[src/rtl/ifid_hazard_controller_if.sv]
// Pipeline-side bundle between the fetch/decode stages and the IF/ID hazard controller.
// All signals are per-cycle levels with no valid/ready handshake: hazard inputs are sampled every cycle and the control outputs apply in that same cycle.
interface ifid_hazard_controller_if;
  logic       icache_hit;
  logic       branch_taken;
  logic       idex_mem_read;
  logic [4:0] idex_rt;
  logic [4:0] ifid_rs;
  logic [4:0] ifid_rt;
  logic       pc_write;
  logic       ifid_write;
  logic       ifid_flush;
  logic       idex_bubble;

  modport master (
    output icache_hit, branch_taken, idex_mem_read, idex_rt, ifid_rs, ifid_rt,
    input  pc_write, ifid_write, ifid_flush, idex_bubble
  );

  modport slave (
    input  icache_hit, branch_taken, idex_mem_read, idex_rt, ifid_rs, ifid_rt,
    output pc_write, ifid_write, ifid_flush, idex_bubble
  );
endinterface

[src/rtl/ifid_hazard_controller.sv]
// IF/ID advance/hold/flush sequencing with load-use, I-cache miss and taken-branch handling,
// plus saturating stall/flush counters and a sticky fetch-timeout flag.
module ifid_hazard_controller #(
  parameter int FLUSH_CYCLES = 2,
  parameter int MISS_LIMIT   = 16,
  parameter int CNT_WIDTH    = 16
) (
  input  logic                 clk,
  input  logic                 rstn,
  ifid_hazard_controller_if.slave bus,
  output logic                 fetch_timeout,
  output logic [CNT_WIDTH-1:0] stall_cycles,
  output logic [CNT_WIDTH-1:0] flush_events,
  output logic [1:0]           state
);

  localparam int MW = $clog2(MISS_LIMIT + 1);
  localparam logic [3:0]    FLUSH_RELOAD = 4'(FLUSH_CYCLES - 1);
  localparam logic [MW-1:0] MISS_MAX     = MW'(MISS_LIMIT);

  typedef enum logic [1:0] {
    RUN    = 2'd0,
    MISS   = 2'd1,
    FLUSH  = 2'd2,
    UNUSED = 2'd3
  } state_t;

  state_t        state_q, state_d;
  logic [3:0]    flush_cnt_q, flush_cnt_d;
  logic [MW-1:0] miss_cnt_q, miss_cnt_d;
  logic          lu;
  logic          branch_accept;
  logic          timeout_set;
  logic          pc_write, ifid_write, ifid_flush, idex_bubble;

  assign lu = bus.idex_mem_read && (bus.idex_rt != 5'd0) &&
              ((bus.idex_rt == bus.ifid_rs) || (bus.idex_rt == bus.ifid_rt));

  // State register
  always_ff @(posedge clk or posedge rstn) begin
    if (rstn) state_q <= RUN;
    else      state_q <= state_d;
  end

  // Next-state and sequencing counters
  always_comb begin
    state_d       = state_q;
    flush_cnt_d   = flush_cnt_q;
    miss_cnt_d    = miss_cnt_q;
    branch_accept = 1'b0;
    case (state_q)
      RUN, MISS: begin
        if (bus.branch_taken) begin
          branch_accept = 1'b1;
          flush_cnt_d   = FLUSH_RELOAD;
          miss_cnt_d    = '0;
          state_d       = (FLUSH_CYCLES > 1) ? FLUSH : RUN;
        end else if (lu) begin
          state_d = state_q;
        end else if (!bus.icache_hit) begin
          state_d = MISS;
          if (state_q == RUN)              miss_cnt_d = MW'(1);
          else if (miss_cnt_q != MISS_MAX) miss_cnt_d = miss_cnt_q + 1'b1;
        end else begin
          state_d    = RUN;
          miss_cnt_d = '0;
        end
      end
      FLUSH: begin
        if (bus.branch_taken) begin
          branch_accept = 1'b1;
          flush_cnt_d   = FLUSH_RELOAD;
        end else if (flush_cnt_q <= 4'd1) begin
          state_d     = RUN;
          flush_cnt_d = 4'd0;
        end else begin
          flush_cnt_d = flush_cnt_q - 4'd1;
        end
      end
      default: begin
        state_d     = RUN;
        flush_cnt_d = 4'd0;
        miss_cnt_d  = '0;
      end
    endcase
  end

  assign timeout_set = (miss_cnt_d == MISS_MAX) && (miss_cnt_d != '0);

  // Pipeline control outputs; reset forces a safe hold-and-flush pattern
  always_comb begin
    pc_write    = 1'b1;
    ifid_write  = 1'b1;
    ifid_flush  = 1'b0;
    idex_bubble = 1'b0;
    if (rstn) begin
      pc_write    = 1'b0;
      ifid_write  = 1'b0;
      ifid_flush  = 1'b1;
      idex_bubble = 1'b1;
    end else begin
      case (state_q)
        RUN, MISS: begin
          if (bus.branch_taken) begin
            ifid_flush = 1'b1;
          end else if (lu || !bus.icache_hit) begin
            pc_write    = 1'b0;
            ifid_write  = 1'b0;
            idex_bubble = 1'b1;
          end
        end
        FLUSH: ifid_flush = 1'b1;
        default: begin
          pc_write    = 1'b0;
          ifid_write  = 1'b0;
          ifid_flush  = 1'b1;
          idex_bubble = 1'b1;
        end
      endcase
    end
  end

  assign bus.pc_write    = pc_write;
  assign bus.ifid_write  = ifid_write;
  assign bus.ifid_flush  = ifid_flush;
  assign bus.idex_bubble = idex_bubble;
  assign state           = state_q;

  always_ff @(posedge clk or posedge rstn) begin
    if (rstn) begin
      flush_cnt_q   <= 4'd0;
      miss_cnt_q    <= '0;
      fetch_timeout <= 1'b0;
      stall_cycles  <= '0;
      flush_events  <= '0;
    end else begin
      flush_cnt_q <= flush_cnt_d;
      miss_cnt_q  <= miss_cnt_d;
      if (timeout_set) fetch_timeout <= 1'b1;
      if (!pc_write && (stall_cycles != '1)) stall_cycles <= stall_cycles + 1'b1;
      if (branch_accept && (flush_events != '1)) flush_events <= flush_events + 1'b1;
    end
  end

endmodule

[src/flat_wrapper.sv]
// flat-port wrapper written by rule: the top's interface ports become plain ports
module ifid_hazard_controller_flat 
#(
  parameter int FLUSH_CYCLES = 2,
  parameter int MISS_LIMIT   = 16,
  parameter int CNT_WIDTH    = 16
)
  (clk, rstn, fetch_timeout, stall_cycles, flush_events, state, bus_icache_hit, bus_branch_taken, bus_idex_mem_read, bus_idex_rt, bus_ifid_rs, bus_ifid_rt, bus_pc_write, bus_ifid_write, bus_ifid_flush, bus_idex_bubble);
  ifid_hazard_controller_if bus_i ();
  input  logic clk;
  input  logic rstn;
  output logic fetch_timeout;
  output logic [CNT_WIDTH-1:0] stall_cycles;
  output logic [CNT_WIDTH-1:0] flush_events;
  output logic [1:0] state;
  input wire logic [$bits(bus_i.icache_hit)-1:0] bus_icache_hit;
  input wire logic [$bits(bus_i.branch_taken)-1:0] bus_branch_taken;
  input wire logic [$bits(bus_i.idex_mem_read)-1:0] bus_idex_mem_read;
  input wire logic [$bits(bus_i.idex_rt)-1:0] bus_idex_rt;
  input wire logic [$bits(bus_i.ifid_rs)-1:0] bus_ifid_rs;
  input wire logic [$bits(bus_i.ifid_rt)-1:0] bus_ifid_rt;
  output wire logic [$bits(bus_i.pc_write)-1:0] bus_pc_write;
  output wire logic [$bits(bus_i.ifid_write)-1:0] bus_ifid_write;
  output wire logic [$bits(bus_i.ifid_flush)-1:0] bus_ifid_flush;
  output wire logic [$bits(bus_i.idex_bubble)-1:0] bus_idex_bubble;
  assign bus_i.icache_hit = bus_icache_hit;
  assign bus_i.branch_taken = bus_branch_taken;
  assign bus_i.idex_mem_read = bus_idex_mem_read;
  assign bus_i.idex_rt = bus_idex_rt;
  assign bus_i.ifid_rs = bus_ifid_rs;
  assign bus_i.ifid_rt = bus_ifid_rt;
  assign bus_pc_write = bus_i.pc_write;
  assign bus_ifid_write = bus_i.ifid_write;
  assign bus_ifid_flush = bus_i.ifid_flush;
  assign bus_idex_bubble = bus_i.idex_bubble;
  ifid_hazard_controller #(.FLUSH_CYCLES(FLUSH_CYCLES), .MISS_LIMIT(MISS_LIMIT), .CNT_WIDTH(CNT_WIDTH)) u_core (.clk(clk), .rstn(rstn), .bus(bus_i), .fetch_timeout(fetch_timeout), .stall_cycles(stall_cycles), .flush_events(flush_events), .state(state));
endmodule
[config.mk]
export PLATFORM = sky130hd
export DESIGN_NAME = ifid_hazard_controller_flat
export DESIGN_NICKNAME = d
export VERILOG_FILES = /design/src/rtl/ifid_hazard_controller_if.sv /design/src/rtl/ifid_hazard_controller.sv /design/src/flat_wrapper.sv
export SDC_FILE = /design/constraint.sdc
export NUM_CORES = 1
export LEC_CHECK = 0
export BUFFER_PORTS_ARGS = -buffer_cell sky130_fd_sc_hd__buf_4
export CORE_AREA = 8 8 57 106
export CTS_CLUSTER_DIAMETER = 30
export DETAILED_ROUTE_END_ITERATION = 8
export DIE_AREA = 0 0 65 114
export PLACE_DENSITY = 0.85
export SYNTH_ARGS = -nofsm -noshare
export SYNTH_HDL_FRONTEND = slang
export SYNTH_SLANG_ARGS = --single-unit
[constraint.sdc]
create_clock -name clk -period 2.1 [get_ports clk]
set_input_delay 0.105 -clock clk [delete_from_list [all_inputs] [get_ports clk]]
set_output_delay 0.105 -clock clk [all_outputs]
set_load 0.05 [all_outputs]
==> Word-level counts from Yosys, hierarchy flattened <==
Cells that the tools add are included.
{ "classes": {"eq_ne": 12, "n_lt_le_gt_ge": 1, "mux": 28, "reduce_logical": 15, "n_addsub": 4} }
{ "op_table": {"columns": ["op", "n"], "rows": [
  ["adder 16 x 1 -> 16 bit (second input constant)", 2],
  ["!= test 16 bit (second input constant)", 2],
  ["two-way mux 5 bit", 5],
  ["two-way mux 4 bit", 3],
  ["two-way mux 1 bit", 11],
  ["== test 5 bit", 2],
  ["case mux 5 bit (2 select lines)", 1],
  ["nonzero test 5 bit", 2],
  ["two-way mux 2 bit", 4],
  ["case mux 4 bit (2 select lines)", 1],
  ["adder 5 x 1 -> 5 bit (second input constant)", 1],
  ["== test 5 bit (second input constant)", 1],
  ["logical AND 1 bit", 5],
  ["!= test 5 bit (second input constant)", 1],
  ["<= comparator 4 x 1 -> 1 bit (second input constant)", 1],
  ["!= test 2 bit (second input constant)", 2],
  ["case mux 1 bit (2 select lines)", 2],
  ["case mux 2 bit (2 select lines)", 1],
  ["subtractor 4 x 1 -> 4 bit (second input constant)", 1],
  ["!= test 3 bit (second input constant)", 1],
  ["AND reduction 3 bit", 1],
  ["OR reduction 3 bit", 1],
  ["== test 2 x 1 -> 1 bit (second input constant)", 1],
  ["== test 2 bit (second input constant)", 1],
  ["5 further kinds", 7]
]} }
{ "word_totals": {"output_inout_bits": 39, "reg_bits": 44, "input_bits": 20, "word_cells": 66} }

==> Longest topological paths before layout <==
Gate-level depths: netlist of run 1.
{ "logic_depth": {"ltp_word": 10, "mapped_depth": 9} }

==> Least setup slack after synthesis of run 1 <==
No wires, ideal clock.
{ "synth_path": {"path_type": "register to output", "start": "register u_core.state_q[1] (netlist: u_core.state[1])", "end": "output port bus_pc_write", "slack_ps": -270, "arrival_ps": 2265, "path_buffers": 3, "path_stages_with_launch": 7, "path_cell_list": "dfrtp_1 -> nor2_1 -> a221o_1 -> clkbuf_1 -> buf_2 -> inv_1 -> buf_4"} }
{ "synth_between": {"elab_chain_cells": 4, "elab_cells_between_ends": 6} }
{ "synth_rtl": {"columns": ["element", "line_no", "rtl"], "rows": [
  ["start: declaration", "ifid_hazard_controller.sv:28", "state_t state_q, state_d;"],
  ["start signal: assignment", "ifid_hazard_controller.sv:42", "else state_q <= state_d;"],
  ["== test 2 x 1 -> 1 bit or zero test 2 bit (tied branches)", null, null],
  ["OR reduction 2 bit", null, null],
  ["case mux 1 bit (2 select lines) *", null, null],
  ["two-way mux 1 bit *", null, null],
  ["end: declaration", "flat_wrapper.sv:22", "output wire logic [$bits(bus_i.pc_write)-1:0] bus_pc_write;"]
]} }
Every way passes the cells marked *; elsewhere a longest branch is shown, timed or not.

==> Worst setup path after layout of run 1 <==
{ "layout_path": {"start": "input port bus_idex_rt[0]", "end": "output port bus_pc_write"} }
{ "layout_between": {"elab_chain_cells": 8, "elab_cells_between_ends": 11} }
{ "layout_rtl": {"columns": ["element", "line_no", "rtl"], "rows": [
  ["start: declaration", "flat_wrapper.sv:19", "input wire logic [$bits(bus_i.idex_rt)-1:0] bus_idex_rt;"],
  ["== test 5 bit or nonzero test 5 bit (tied branches)", "ifid_hazard_controller.sv:37, ifid_hazard_controller.sv:36", null],
  ["logical OR 1 bit or logical AND 1 bit (tied branches)", "ifid_hazard_controller.sv:37, ifid_hazard_controller.sv:36", null],
  ["logical AND 1 bit *", "ifid_hazard_controller.sv:36", "assign lu = bus.idex_mem_read && (bus.idex_rt != 5'd0) &&"],
  ["logical OR 1 bit *", "ifid_hazard_controller.sv:106", "end else if (lu || !bus.icache_hit) begin"],
  ["two-way mux 1 bit *", "ifid_hazard_controller.sv:106", null],
  ["two-way mux 1 bit *", "ifid_hazard_controller.sv:104", "if (bus.branch_taken) begin"],
  ["case mux 1 bit (2 select lines) *", "ifid_hazard_controller.sv:102", "case (state_q)"],
  ["two-way mux 1 bit *", "ifid_hazard_controller.sv:96", "if (rstn) begin"]
]} }
Marks and branches as above.

==> impl_summary.txt, run 1 <==
----------------------------------------------------
[Run status]
  Outcome ... finished, final reports clean

[Route]
  Number of vias per cell ... 5.54
  Antenna Nets Post-Route ... 0
  DRC marker count from the first detailed-route iteration ... 98
  Routed length per placed instance ... 15.5 microns
  Number of design rule violations left after detail routing ... 0
  Iteration count of the initial detailed-routing pass ... 4
  DR vias ... 1983
  Aggregate routed wire length ... 5.56 mm

[Worst setup path]
  Data required, critical path ... 2.00 ns
  Launching point of the worst reg2reg path ... u_core.miss_cnt_q[1]
  Cell Chain, Critical Path ... buf_4 -> or4_1 -> o21ai_1 -> o21ai_0 -> a221o_1 -> buf_4 -> clkinvlp_4 -> buf_4
  Cell at the slowest stage of the critical path ... sky130_fd_sc_hd__or4_1
  Critical Path Source Type ... input pin
  Arrival time of data at the critical path endpoint ... 1.89 ns
  Biggest fanout along the worst timing path ... 16
  Number of buffers and inverters on the critical path ... 4
  Cell type with the highest occurrence count on the critical path ... sky130_fd_sc_hd__buf_4
  Origin of the worst setup path ... bus_idex_rt[0]
  Dominant delay contributor by cell family on the critical path ... compound AO/OA/AOI/OAI gates
  Crit-path max cell delay ... 0.51 ns
  Kind of end point of the critical path ... output port
  Critical Setup Path Class ... in2out

[Clock tree]
  Clock Pin Slew Worst Setup and Hold Paths ... 0.07 ns
  TritonCTS clock tree ... built
  Buffer type at the clock tree root ... sky130_fd_sc_hd__clkbuf_8
  TritonCTS Sinks ... 44
  Clock Latency Late Sink ... 0.29 ns
  Level count of the clock H-tree ... 2
  Longest Clk Path Bufs ... 2
  Total setup buffers inserted after CTS ... 0
  Inserted Clock Buffers ... 5

[Placed design]
  Dpl ws ... 0.0467 ns
  GPL Wtd Cong ... 0.916
  Cell Count Post-Placement ... 349
  Number of port buffers ... 58
  Post-DP HPWL ... 4.32 mm

[Power and ir drop]
  Max rail drop VDD ... 1280 uV
  Static leakage ... 1.44 nW
  Power density of the placed cells ... 1010 mW/mm^2

[Synth]
  Syn Inst Count ... 232
  Number of register bits inferred by synthesis ... 44
  Average cell area after synthesis ... 10.2 sq um
  Number of synthesized flops with an enable pin ... 0
  Synth unique cells ... 50
  Synth Cell Area ... 0.00236 sq mm
  Syn nets ... 258
  Post-synthesis sequential area ratio ... 0.467
  Yosys synthesis warning count ... 0
  Fraction of synthesis flops using an asynchronous set or reset pin ... 1.00
  Dominant synthesized flop cell ... sky130_fd_sc_hd__dfrtp_1

[Timing]
  Fin crit share ... 0.949
  Setup repair after global routing missed its margin ... no
  Time the final worst path needs with I/O delays and setup ... 1.99 ns
  Number of slew-limit violations in the final report ... 0
  Final worst setup slack ... 0.107 ns
  Worst-Margin Slew ... 0.496 ns
  Final-report setup violation count ... 0
  Hold slack ... 0.188 ns
  Remaining max-slew budget at the tightest pin ... 0.669
  Clock Skews ... 0.00838 ns
  Number of failing hold endpoints at the final stage ... 0
  Highest Clock Rate ... 502 MHz

[Global routing]
  Wire length of the first global-routing pass ... 9.12 mm
  Number of global-route vias before repair ... 2012
  Antenna violations before repair ... 0
  Pin count of the biggest net entering global routing ... 35
  Grt met3 use ... 0.0402
  GR Util met2 ... 0.290
  Met1 global-route usage ... 0.149
  Global-route total usage across every layer ... 0.153
  Most utilized layer in the global route result ... met2
  GRT Residual Overflow ... 0

[Layout]
  Filler cell count ... 372
  Ant. Diodes ... 0
  Net count reported at finish ... 328
  Fraction of layout cells with a size suffix above 1 ... 0.327
  Area Overhead vs Synth ... 29.9%
  Commonest cells after routing, fill and taps aside ... 68 x sky130_fd_sc_hd__buf_4, 35 x sky130_fd_sc_hd__dfrtp_1, 28 x sky130_fd_sc_hd__xnor2_1, 20 x sky130_fd_sc_hd__nand2_1, 15 x sky130_fd_sc_hd__nand3_1
  Number of standard cells in the layout, taps in and fillers out ... 358
  Commonest non-fill, non-tap cell in the layout ... sky130_fd_sc_hd__buf_4

[Floorplan]
  Number of core rows ... 35
  Area enclosed by the die boundary ... 0.00741 sq mm
  Placeable Area ... 0.00460 sq mm
  IO Count ... 59
  Horizontal die dimension ... 65 microns
  Overall die height ... 114 microns
  Starting density of the core ... 0.513

[Hold path]
  Class of the tightest hold or removal check ... in2reg
  Hold Crit Start ... bus_branch_taken

[Run]
  Max-cap check violation count ... 0

----------------------------------------------------
==> repair_timing <==
action,CTS,global route
hold buffers,1,0
resized for setup,0,2
endpoints found under the setup margin,0,3
hold endpoints to repair,10,0
==> routing by layer <==
metal | wire length, microns | vias up
li1 | - | 946
met1 | 1940 | 972
met2 | 3280 | 57
met3 | 258 | 8
met4 | 87 | 0
met5 | 0 | -
==> tightest hold or removal path, delay by kind of cell <==
family                 cells  cell delay (ns)
and+or+nand+nor            1             0.06
buffers and inverters      1             0.14
AOI/OAI and AO/OA          1             0.12
==> sequential cells by signal, indices dropped and copies added (netlist names) <==
name                  count
u_core.fetch_timeout      1
u_core.flush_events      16
u_core.miss_cnt_q         5
u_core.state              2
u_core.flush_cnt_q        4
u_core.stall_cycles      16
==> power breakdown <==
group	total (mW)	switching [mW]	internal, mW	leakage [nW]
Clock	0.632	0.280	0.352	0.0541
Combinational	1.26	0.816	0.447	0.823
Sequential	1.20	0.196	1.01	0.558
==> cells by family after synthesis <==
logic type | synth area share
multiplexers | 0.0180
AO/OA/AOI/OAI | 0.0954
adder cells (fa/ha/maj) | 0.0318
AND/OR/NAND/NOR | 0.198
XOR/XNOR | 0.148
buffers and inverters | 0.0419
flip-flops | 0.467
==> cells in the mapped netlist (2+ instances only) <==
master	count	area (sq um)
sky130_fd_sc_hd__a22oi_1	2	15.0
sky130_fd_sc_hd__inv_1	12	45.0
sky130_fd_sc_hd__nand4_1	8	50.1
sky130_fd_sc_hd__xnor2_1	28	245
sky130_fd_sc_hd__a21oi_1	7	35.0
sky130_fd_sc_hd__nor2_1	14	52.6
sky130_fd_sc_hd__buf_4	2	15.0
sky130_fd_sc_hd__and4_1	3	26.3
sky130_fd_sc_hd__nand2_1	20	75.1
sky130_fd_sc_hd__mux2i_1	2	20.0
sky130_fd_sc_hd__mux2_2	2	22.5
sky130_fd_sc_hd__and3_1	8	50.1
sky130_fd_sc_hd__xor2_1	12	105
sky130_fd_sc_hd__dfrtp_1	44	1100
sky130_fd_sc_hd__nor3_1	7	35.0
sky130_fd_sc_hd__ha_1	6	75.1
sky130_fd_sc_hd__nand3_1	15	75.1
sky130_fd_sc_hd__o21ai_0	6	30.0
sky130_fd_sc_hd__nand4b_1	2	17.5
sky130_fd_sc_hd__a221o_1	2	20.0
==> final timing paths <==
check / endpoint / slack, ns / cells past startpoint
max: bus_pc_write / 0.11 / 8
min: u_core.flush_cnt_q[0] / 0.19 / 3
max reg2reg: u_core.fetch_timeout / 0.11 / 9
min reg2reg: u_core.fetch_timeout / 0.47 / 2
max in group asynchronous: u_core.state[0] / 1.13 / 4
min in group asynchronous: u_core.flush_cnt_q[2] / 0.42 / 3
==> final cells by class <==
class	instances	area (sq um)	area share
repair buffers	70	541	0.176
flip-flops and latches	44	1110	0.363
well taps	55	68.8	0.0225
multi-input cells	169	1180	0.386
inverters	12	48.8	0.0159
clock buffers	5	68.8	0.0225
clock inverters	3	42.5	0.0139
==> through the flow <==
step / util / instance area, sq um / power, mW / TNS, ns
4_1_cts: 0.663 / 3050 / 3.13 / 0
6_report: 0.666 / 3060 / 3.10 / 0
5_1_grt: 0.666 / 3060 / 3.25 / 0
2_1_floorplan: - / 2390 / 2.06 / -0.0198
3_5_place_dp: 0.637 / 2930 / 2.49 / 0
3_3_place_gp: 0.637 / 2930 / 2.46 / 0
No activity file was read; power rests on OpenSTA's default activity.
==> run 2: changes to the inputs <==
--- a/config.mk
+++ b/config.mk
@@ -10,6 +10,7 @@
 export CTS_CLUSTER_DIAMETER = 30
 export DETAILED_ROUTE_END_ITERATION = 8
 export DIE_AREA = 0 0 65 114
+export GPL_TIMING_DRIVEN = 0
 export PLACE_DENSITY = 0.85
 export SYNTH_ARGS = -nofsm -noshare
 export SYNTH_HDL_FRONTEND = slang
==> run 2 against run 1 <==
  * Utilization down 0.16 points
  * Critical endpoint unchanged
  * Non-clock buffer count is 5 lower
  * Via count fell by 0.71%
  * Largest cell class unchanged
  * Combinational power is essentially flat
  * Critical path depth rose by 1
  * Clock power is 20% higher
==> impl_summary.txt, run 2 (same netlist as run 1, synthesis figures left out) <==
----------------------------------------------------
[Power and ir drop]
  Static leakage ... 1.43 nW (-0.58%)
  Overall power consumption ... 3.22 mW (+4.0%)
  Max rail drop VDD ... 1000 uV (-22%)
  Power density of the placed cells ... 1050 mW/mm^2 (+4.2%)

[Clock tree]
  Inserted Clock Buffers ... 5 (unchanged)
  Clock Latency Late Sink ... 0.30 ns (about the same)
  Level count of the clock H-tree ... 2 (unchanged)
  TritonCTS clock tree ... built
  Clock Pin Slew Worst Setup and Hold Paths ... 0.09 ns (+0.02 ns)
  TritonCTS Sinks ... 44 (unchanged)
  Buffer type at the clock tree root ... sky130_fd_sc_hd__clkbuf_8
  Cts hold-fix bufs ... 0 (-1)
  Longest Clk Path Bufs ... 2 (unchanged)

[Layout]
  Ant. Diodes ... 0 (unchanged)
  Fraction of layout cells with a size suffix above 1 ... 0.329 (+0.00213)
  Final Instance Area ... 0.00306 sq mm (-0.25%)
  Area Overhead vs Synth ... 29.5%
  Commonest cells after routing, fill and taps aside ... 62 x sky130_fd_sc_hd__buf_4, 35 x sky130_fd_sc_hd__dfrtp_1, 28 x sky130_fd_sc_hd__xnor2_1, 20 x sky130_fd_sc_hd__nand2_1, 15 x sky130_fd_sc_hd__nand3_1
  Area of the multi-input gates ... 0.00120 sq mm (+1.4%)
  Filler cell count ... 376 (+1.1%)
  Share of the core filled with cells in the final layout ... 0.665 (-0.00163)
  Sequential cell area ... 0.00111 sq mm (unchanged)
  Commonest non-fill, non-tap cell in the layout ... sky130_fd_sc_hd__buf_4
  Number of standard cells in the layout, taps in and fillers out ... 353 (-1.4%)
  Leading registers by flop count ... u_core.flush_events (16), u_core.stall_cycles (16), u_core.miss_cnt_q (5)
  Net count reported at finish ... 323 (-1.5%)

[Route]
  Number of vias per cell ... 5.58 (+0.70%)
  Antenna Nets Post-Route ... 0 (unchanged)
  Aggregate routed wire length ... 5.76 mm (+3.4%)
  Iteration count of the initial detailed-routing pass ... 4 (unchanged)
  Routed length per placed instance ... 16.3 microns (+4.9%)
  DRC marker count from the first detailed-route iteration ... 89 (-9.2%)
  DR vias ... 1969 (-0.71%)
  Number of design rule violations left after detail routing ... 0 (unchanged)

[Placed design]
  Number of port buffers ... 57 (-1.7%)
  Placement Cell Area ... 0.00288 sq mm (-1.6%)
  Cell Count Post-Placement ... 344 (-1.4%)
  GPL Wtd Cong ... 0.891 (-2.7%)
  Dpl ws ... -0.198 ns (-0.244 ns)
  Post-DP HPWL ... 4.40 mm (+1.8%)

[Global routing]
  GRT Residual Overflow ... 0 (unchanged)
  Antenna violations before repair ... 0 (unchanged)
  Global-route total usage across every layer ... 0.161 (+0.00781)
  Wire length of the first global-routing pass ... 9.69 mm (+6.3%)
  Pin count of the biggest net entering global routing ... 46 (+31%)
  Number of global-route vias before repair ... 2152 (+7.0%)

[Worst setup path]
  Arrival time of data at the critical path endpoint ... 1.92 ns (+0.03 ns)
  Biggest fanout along the worst timing path ... 10 (-6)
  Kind of end point of the critical path ... output port
  Critical Setup Path Class ... in2out
  Critical Path Source Type ... input pin
  Data required, critical path ... 2.00 ns (about the same)

[Floorplan]
  IO Count ... 59 (unchanged)
  Number of core rows ... 35 (unchanged)
  Area enclosed by the die boundary ... 0.00741 sq mm (unchanged)
  Starting density of the core ... 0.513 (unchanged)
  Horizontal die dimension ... 65 microns (unchanged)
  Placeable Area ... 0.00460 sq mm (unchanged)
  Overall die height ... 114 microns (unchanged)

[Timing]
  Highest Clock Rate ... 493 MHz (-1.7%)
  Final worst setup slack ... 0.0719 ns (-0.0348 ns)
  Number of failing hold endpoints at the final stage ... 0 (unchanged)
  Remaining max-slew budget at the tightest pin ... 0.384 (-0.285)
  Final-report setup violation count ... 0 (unchanged)
  Clock Skews ... 0.0120 ns (+0.00360 ns)
  Time the final worst path needs with I/O delays and setup ... 2.03 ns (+0.0348 ns)
  Number of slew-limit violations in the final report ... 0 (unchanged)
  Worst-Margin Slew ... 0.922 ns (+0.426 ns)
  Fin crit share ... 0.966 (+0.0166)

[Run]
  Max-cap check violation count ... 0 (unchanged)

[Hold path]
  Class of the tightest hold or removal check ... in2async

[Run status]
  Outcome ... finished, final reports clean

----------------------------------------------------
-- run 2: power by group --
group / switching, mW / internal [mW]
combinational: 0.823 / 0.430
clock: 0.282 / 0.475
sequential: 0.203 / 1.01
-- run 2: worst paths after layout --
check | start | end | slack [ns] | depth (start not counted)
worst min register to register | u_core.fetch_timeout | u_core.fetch_timeout | 0.48 | 2
max in group asynchronous | rstn | u_core.stall_cycles[4] | 1.44 | 2
min in group clk | bus_icache_hit | u_core.state[0] | 0.17 | 3
worst min-delay path | rstn | u_core.flush_events[3] | 0.02 | 2
worst max register to register | u_core.state[0] | u_core.flush_events[14] | 0.15 | 6
worst max-delay path | bus_idex_rt[0] | bus_pc_write | 0.07 | 9
-- run 2: area by class of cell --
cell class              instances  share of cell area
clock inverters                 2              0.0196
inverters                      12              0.0160
clock buffers                   6              0.0237
well taps                      55              0.0225
plain buffers                   6              0.0172
multi-input cells             169               0.392
repair buffers                 59               0.145
flip-flops and latches         44               0.364
-- run 2: metrics by stage --
stage | hold slack (ns) | setup TNS [ns]
2_1_floorplan | 0.346 | -0.0198
3_3_place_gp | 0.455 | -0.816
3_5_place_dp | 0.374 | -1.65
4_1_cts | 0.0443 | 0
5_1_grt | 0.105 | -0.00656
6_report | 0.0160 | 0
-- run 2: timing repair --
item / in CTS / in global routing
resized for setup: 3 / 5
gates cloned: 0 / 0
pin swaps: 1 / 1
endpoints found under the setup margin: 9 / 5
buffers inserted: 1 / 1
hold endpoints to repair: 0 / 0
-- run 2: layer usage --
layer | GRT usage | wire (microns) | vias up
li1 | - | - | 935
met3 | 0.0324 | 246 | 12
met4 | 0.0689 | 113 | 0
met2 | 0.306 | 3340 | 58
met5 | 0 | 0 | -
met1 | 0.159 | 2060 | 964
-- run 2: critical path, stage by stage --
cell and delay (ns):
sky130_fd_sc_hd__buf_4 0.13, sky130_fd_sc_hd__or4_1 0.53, sky130_fd_sc_hd__o21ai_2 0.14, sky130_fd_sc_hd__o21ai_1 0.11
sky130_fd_sc_hd__a221o_2 0.37, sky130_fd_sc_hd__buf_4 0.19, sky130_fd_sc_hd__clkinvlp_4 0.08, sky130_fd_sc_hd__buf_4 0.09
sky130_fd_sc_hd__buf_4 0.18
==> run 3: changes to the inputs <==
--- a/config.mk
+++ b/config.mk
@@ -5,13 +5,14 @@
 export SDC_FILE = /design/constraint.sdc
 export NUM_CORES = 1
 export LEC_CHECK = 0
+export ABC_AREA = 1
 export BUFFER_PORTS_ARGS = -buffer_cell sky130_fd_sc_hd__buf_4
-export CORE_AREA = 8 8 57 106
+export CORE_AREA = 8 8 60 112
 export CTS_CLUSTER_DIAMETER = 30
 export DETAILED_ROUTE_END_ITERATION = 8
-export DIE_AREA = 0 0 65 114
+export DIE_AREA = 0 0 68 120
 export GPL_TIMING_DRIVEN = 0
-export PLACE_DENSITY = 0.85
+export PLACE_DENSITY = 0.86
 export SYNTH_ARGS = -nofsm -noshare
 export SYNTH_HDL_FRONTEND = slang
 export SYNTH_SLANG_ARGS = --single-unit
==> run 3 against run 2 <==
  * First-iteration DRC count up 72%
  * Cell area rose by 13%
  * Sequential cell count did not move
  * Via count rose by 31%
  * Count of clock-buffer cells in the layout grew 1
  * Utilization shrank 1.4 points
  * Clock skew is 0.0026 ns higher
  * Final cell count up 41%
  * Non-clock buffer count fell by 1
  * Global-route usage fell by 0.071 points
  * Clock power down 5.3%
  * Sequential share of layout area down 4.6 points
  * Critical path type is now reg2reg
  * Largest power group unchanged
  * Highest routed layer unchanged
==> impl_summary.txt, run 3 <==
----------------------------------------------------
[Synth]
  Synth Cell Area ... 0.00279 sq mm (+18%)
  Top cells by area, synth ... sky130_fd_sc_hd__dfrtp_1 40%, sky130_fd_sc_hd__nand2_1 14%, sky130_fd_sc_hd__inv_1 8.0%
  Average cell area after synthesis ... 7.57 sq um (-26%)
  Number of synthesized flops with an enable pin ... 0 (unchanged)
  Number of register bits inferred by synthesis ... 44 (unchanged)
  Synth unique cells ... 34 (-32%)
  Dominant synthesized flop cell ... sky130_fd_sc_hd__dfrtp_1
  Portion of synthesized cell area occupied by the leading cell type ... 0.395 (-0.0713)
  Syn nets ... 394 (+53%)
  Fraction of synthesis flops using an asynchronous set or reset pin ... 1.00 (unchanged)
  Most frequent cells after synthesis ... 102 x sky130_fd_sc_hd__nand2_1, 59 x sky130_fd_sc_hd__inv_1, 44 x sky130_fd_sc_hd__dfrtp_1, 31 x sky130_fd_sc_hd__nor2_1, 21 x sky130_fd_sc_hd__xor2_1
  Post-synthesis sequential area ratio ... 0.395 (-0.0713)
  Yosys top cell by area ... sky130_fd_sc_hd__dfrtp_1
  Syn Inst Count ... 368 (+59%)
  Yosys synthesis warning count ... 0 (unchanged)
  Most frequent cell after synthesis ... sky130_fd_sc_hd__nand2_1

[Worst setup path]
  Biggest fanout along the worst timing path ... 10 (unchanged)
  Cell at the slowest stage of the critical path ... sky130_fd_sc_hd__dfrtp_1
  Cell Chain, Critical Path ... ha_2 -> nand3_1 -> inv_1 -> nand3_1 -> nor2_1 -> nand2_1 -> nand2_4 -> inv_2 -> buf_6 -> o21ai_0
  Reg2Reg Depth ... 10 (+4)
  Launching point of the worst reg2reg path ... u_core.stall_cycles[0]
  Cell type with the highest occurrence count on the critical path ... sky130_fd_sc_hd__nand3_1
  Arrival time of data at the critical path endpoint ... 2.11 ns (+0.19 ns)
  Crit-path max cell delay ... 0.44 ns (-0.09 ns)
  Reg-to-Reg End ... u_core.stall_cycles[3]
  Data required, critical path ... 2.31 ns (+0.31 ns)
  Critical Setup Path Class ... reg2reg
  Critical Path Source Type ... register
  Kind of end point of the critical path ... register
  FF-to-FF setup slack ... 0.19 ns (+0.04 ns)

[Layout]
  Leading registers by flop count ... u_core.flush_events (16), u_core.stall_cycles (16), u_core.miss_cnt_q (5)
  Ant. Diodes ... 0 (unchanged)
  Fraction of layout cells with a size suffix above 1 ... 0.222 (-0.107)
  Final Instance Area ... 0.00346 sq mm (+13%)
  Net count reported at finish ... 462 (+43%)
  Area Overhead vs Synth ... 24.3%
  Share of the core filled with cells in the final layout ... 0.650 (-0.0144)
  Number of standard cells in the layout, taps in and fillers out ... 497 (+41%)
  Commonest cells after routing, fill and taps aside ... 102 x sky130_fd_sc_hd__nand2_1, 59 x sky130_fd_sc_hd__buf_4, 58 x sky130_fd_sc_hd__inv_1, 44 x sky130_fd_sc_hd__dfrtp_1, 31 x sky130_fd_sc_hd__nor2_1
  Commonest non-fill, non-tap cell in the layout ... sky130_fd_sc_hd__nand2_1

[Placed design]
  Number of port buffers ... 58 (+1.8%)
  GPL Wtd Cong ... 0.894 (+0.33%)
  Cell Count Post-Placement ... 486 (+41%)
  Dpl ws ... 0.0836 ns (+0.281 ns)
  Placement Cell Area ... 0.00330 sq mm (+14%)
  Post-DP HPWL ... 4.77 mm (+8.4%)

[Power and ir drop]
  Max rail drop VDD ... 864 uV (-14%)
  Overall power consumption ... 4.12 mW (+28%)
  Logic pwr share ... 0.499 (+0.110)
  Sequential cell fraction of total power ... 0.327 (-0.048)
  Reported net switching power ... 1.99 mW (+52%)
  Cell internal pwr ... 2.13 mW (+12%)
  Static leakage ... 1.80 nW (+26%)
  Power density of the placed cells ... 1190 mW/mm^2 (+13%)
  Switching fraction of total power ... 0.482 (+0.0755)
  Proportion of power drawn by the clock network ... 0.174 (-0.061)

[Clock tree]
  TritonCTS clock tree ... built
  Clock Pin Slew Worst Setup and Hold Paths ... 0.09 ns (about the same)
  Total setup buffers inserted after CTS ... 0 (-1)
  Buffer type at the clock tree root ... sky130_fd_sc_hd__clkbuf_8
  Level count of the clock H-tree ... 2 (unchanged)
  Clock Latency Late Sink ... 0.30 ns (about the same)
  Longest Clk Path Bufs ... 2 (unchanged)
  Inserted Clock Buffers ... 5 (unchanged)
  TritonCTS Sinks ... 44 (unchanged)

[Route]
  Iteration count of the initial detailed-routing pass ... 5 (+1)
  DRC marker count from the first detailed-route iteration ... 153 (+72%)
  Routed length per placed instance ... 13.2 microns (-19%)
  Antenna Nets Post-Route ... 0 (unchanged)
  Aggregate routed wire length ... 6.54 mm (+14%)
  DR vias ... 2576 (+31%)
  Number of design rule violations left after detail routing ... 0 (unchanged)
  Number of vias per cell ... 5.18 (-7.1%)

[Timing]
  Remaining max-slew budget at the tightest pin ... 0.307 (-0.0770)
  Number of failing hold endpoints at the final stage ... 0 (unchanged)
  Worst-Margin Slew ... 1.03 ns (+0.111 ns)
  Final worst setup slack ... 0.193 ns (+0.121 ns)
  Hold slack ... 0.145 ns (+0.129 ns)
  Fin crit share ... 0.908 (-0.0578)
  Clock Skews ... 0.0145 ns (+0.00257 ns)
  Number of slew-limit violations in the final report ... 0 (unchanged)
  Setup repair after global routing missed its margin ... no
  Final-report setup violation count ... 0 (unchanged)
  Time the final worst path needs with I/O delays and setup ... 1.91 ns (-0.121 ns)
  Final sum of negative setup slack ... 0 ns (unchanged)
  Highest Clock Rate ... 524 MHz (+6.4%)

[Global routing]
  Pin count of the biggest net entering global routing ... 47 (+2.2%)
  Global-route total usage across every layer ... 0.160 (-0.000707)
  GRT Residual Overflow ... 0 (unchanged)
  Number of global-route vias before repair ... 2522 (+17%)
  Wire length of the first global-routing pass ... 10.7 mm (+10%)
  Antenna violations before repair ... 0 (unchanged)

[Floorplan]
  Area enclosed by the die boundary ... 0.00816 sq mm (+10%)
  Placeable Area ... 0.00533 sq mm (+16%)
  IO Count ... 59 (unchanged)
  Starting density of the core ... 0.523 (+0.00983)
  Horizontal die dimension ... 68 microns (+4.6%)
  Number of core rows ... 38 (+8.6%)
  Overall die height ... 120 microns (+5.3%)

[Hold path]
  Hold Crit Start ... bus_branch_taken
  Hold endpoint ... u_core.flush_cnt_q[3]
  Number of instances on the worst hold path ... 4
  Class of the tightest hold or removal check ... in2reg

[Run status]
  Outcome ... finished, final reports clean

[Run]
  Max-cap check violation count ... 0 (unchanged)

----------------------------------------------------
==> run 3: changes by cell type after synthesis, sizes merged, moves of 4 or more <==
cell | before | now
nand2 | 20 | 108
xnor2 | 28 | 11
o21ai | 7 | 19
nor2 | 14 | 35
inv | 12 | 63
xor2 | 12 | 21
and3 | 8 | 0
nand3 | 15 | 21
nor3 | 7 | 11
==> run 3: metal layers <==
layer,vias to the layer above,GRT usage,part of all wire,routed length (microns)
li1,1285,-,-,-
met4,0,0.0490,0.014,91
met1,1201,0.196,0.42,2760
met5,-,0,0,0
met2,81,0.269,0.51,3320
met3,9,0.0317,0.056,364
==> run 3: final cells by class <==
type / count / area, sq um
buffer: 4 / 43.8
clock buffer: 7 / 96.3
clock inverter: 1 / 30.0
fill: 461 / 1860
inverter: 63 / 240
multi-input combinational: 257 / 1410
sequential: 44 / 1100
tap: 60 / 75.1
timing repair buffer: 60 / 465
timing repair inverter: 1 / 5.00
==> run 3: power by group through the flow <==
stage                     clock network [mW]  registers, mW  logic, mW
final                                  0.718           1.35       2.05
after global routing                   0.756           1.39       2.21
after CTS                              0.725           1.34       2.05
after detailed placement                   0           1.36       2.04
after global placement                     0           1.34       1.99
after floorplan                            0           1.94      0.863
==> run 3: repair_timing <==
item                                   in CTS  in global routing
resized for setup                           0                  1
setup endpoints to repair                   0                  6
endpoints found under the hold margin       0                 21
hold buffers                                0                  2
==> run 3: cell families (layout without fill, tap and decap cells) <==
family                   after synthesis  in the layout  synth area share
AND/OR/NAND/NOR                      191            191             0.320
buffers and inverters                 67            136             0.101
flip-flops                            44             44             0.395
XOR/XNOR                              32             32             0.101
AO/OA/AOI/OAI                         28             28            0.0562
adder cells (fa/ha/maj)                6              6            0.0270
==> run 3: worst max path at each step <==
| stage | cells past startpoint | start | slack (ns) | end |
|---|---|---|---|---|
| floorplan | 5 | u_core.state[1] | 0.007 | bus_pc_write |
| global placement | 8 | rstn | 0.11 | u_core.stall_cycles[3] |
| detailed placement | 8 | rstn | 0.08 | u_core.stall_cycles[3] |
| CTS | 6 | rstn | 0.11 | bus_pc_write |
| global route | 10 | u_core.stall_cycles[0] | 0.02 | u_core.stall_cycles[3] |
| finish | 10 | u_core.stall_cycles[0] | 0.19 | u_core.stall_cycles[3] |
==> run 3: worst max-delay path: cells and delay by family (launching register included) <==
| family | cells | cell delay (ns) |
|---|---|---|
| AO/OA/AOI/OAI | 1 | 0.19 |
| adder cells (fa/ha/maj) | 1 | 0.28 |
| buffers and inverters | 3 | 0.31 |
| flip-flops | 1 | 0.44 |
| AND/OR/NAND/NOR | 5 | 0.61 |
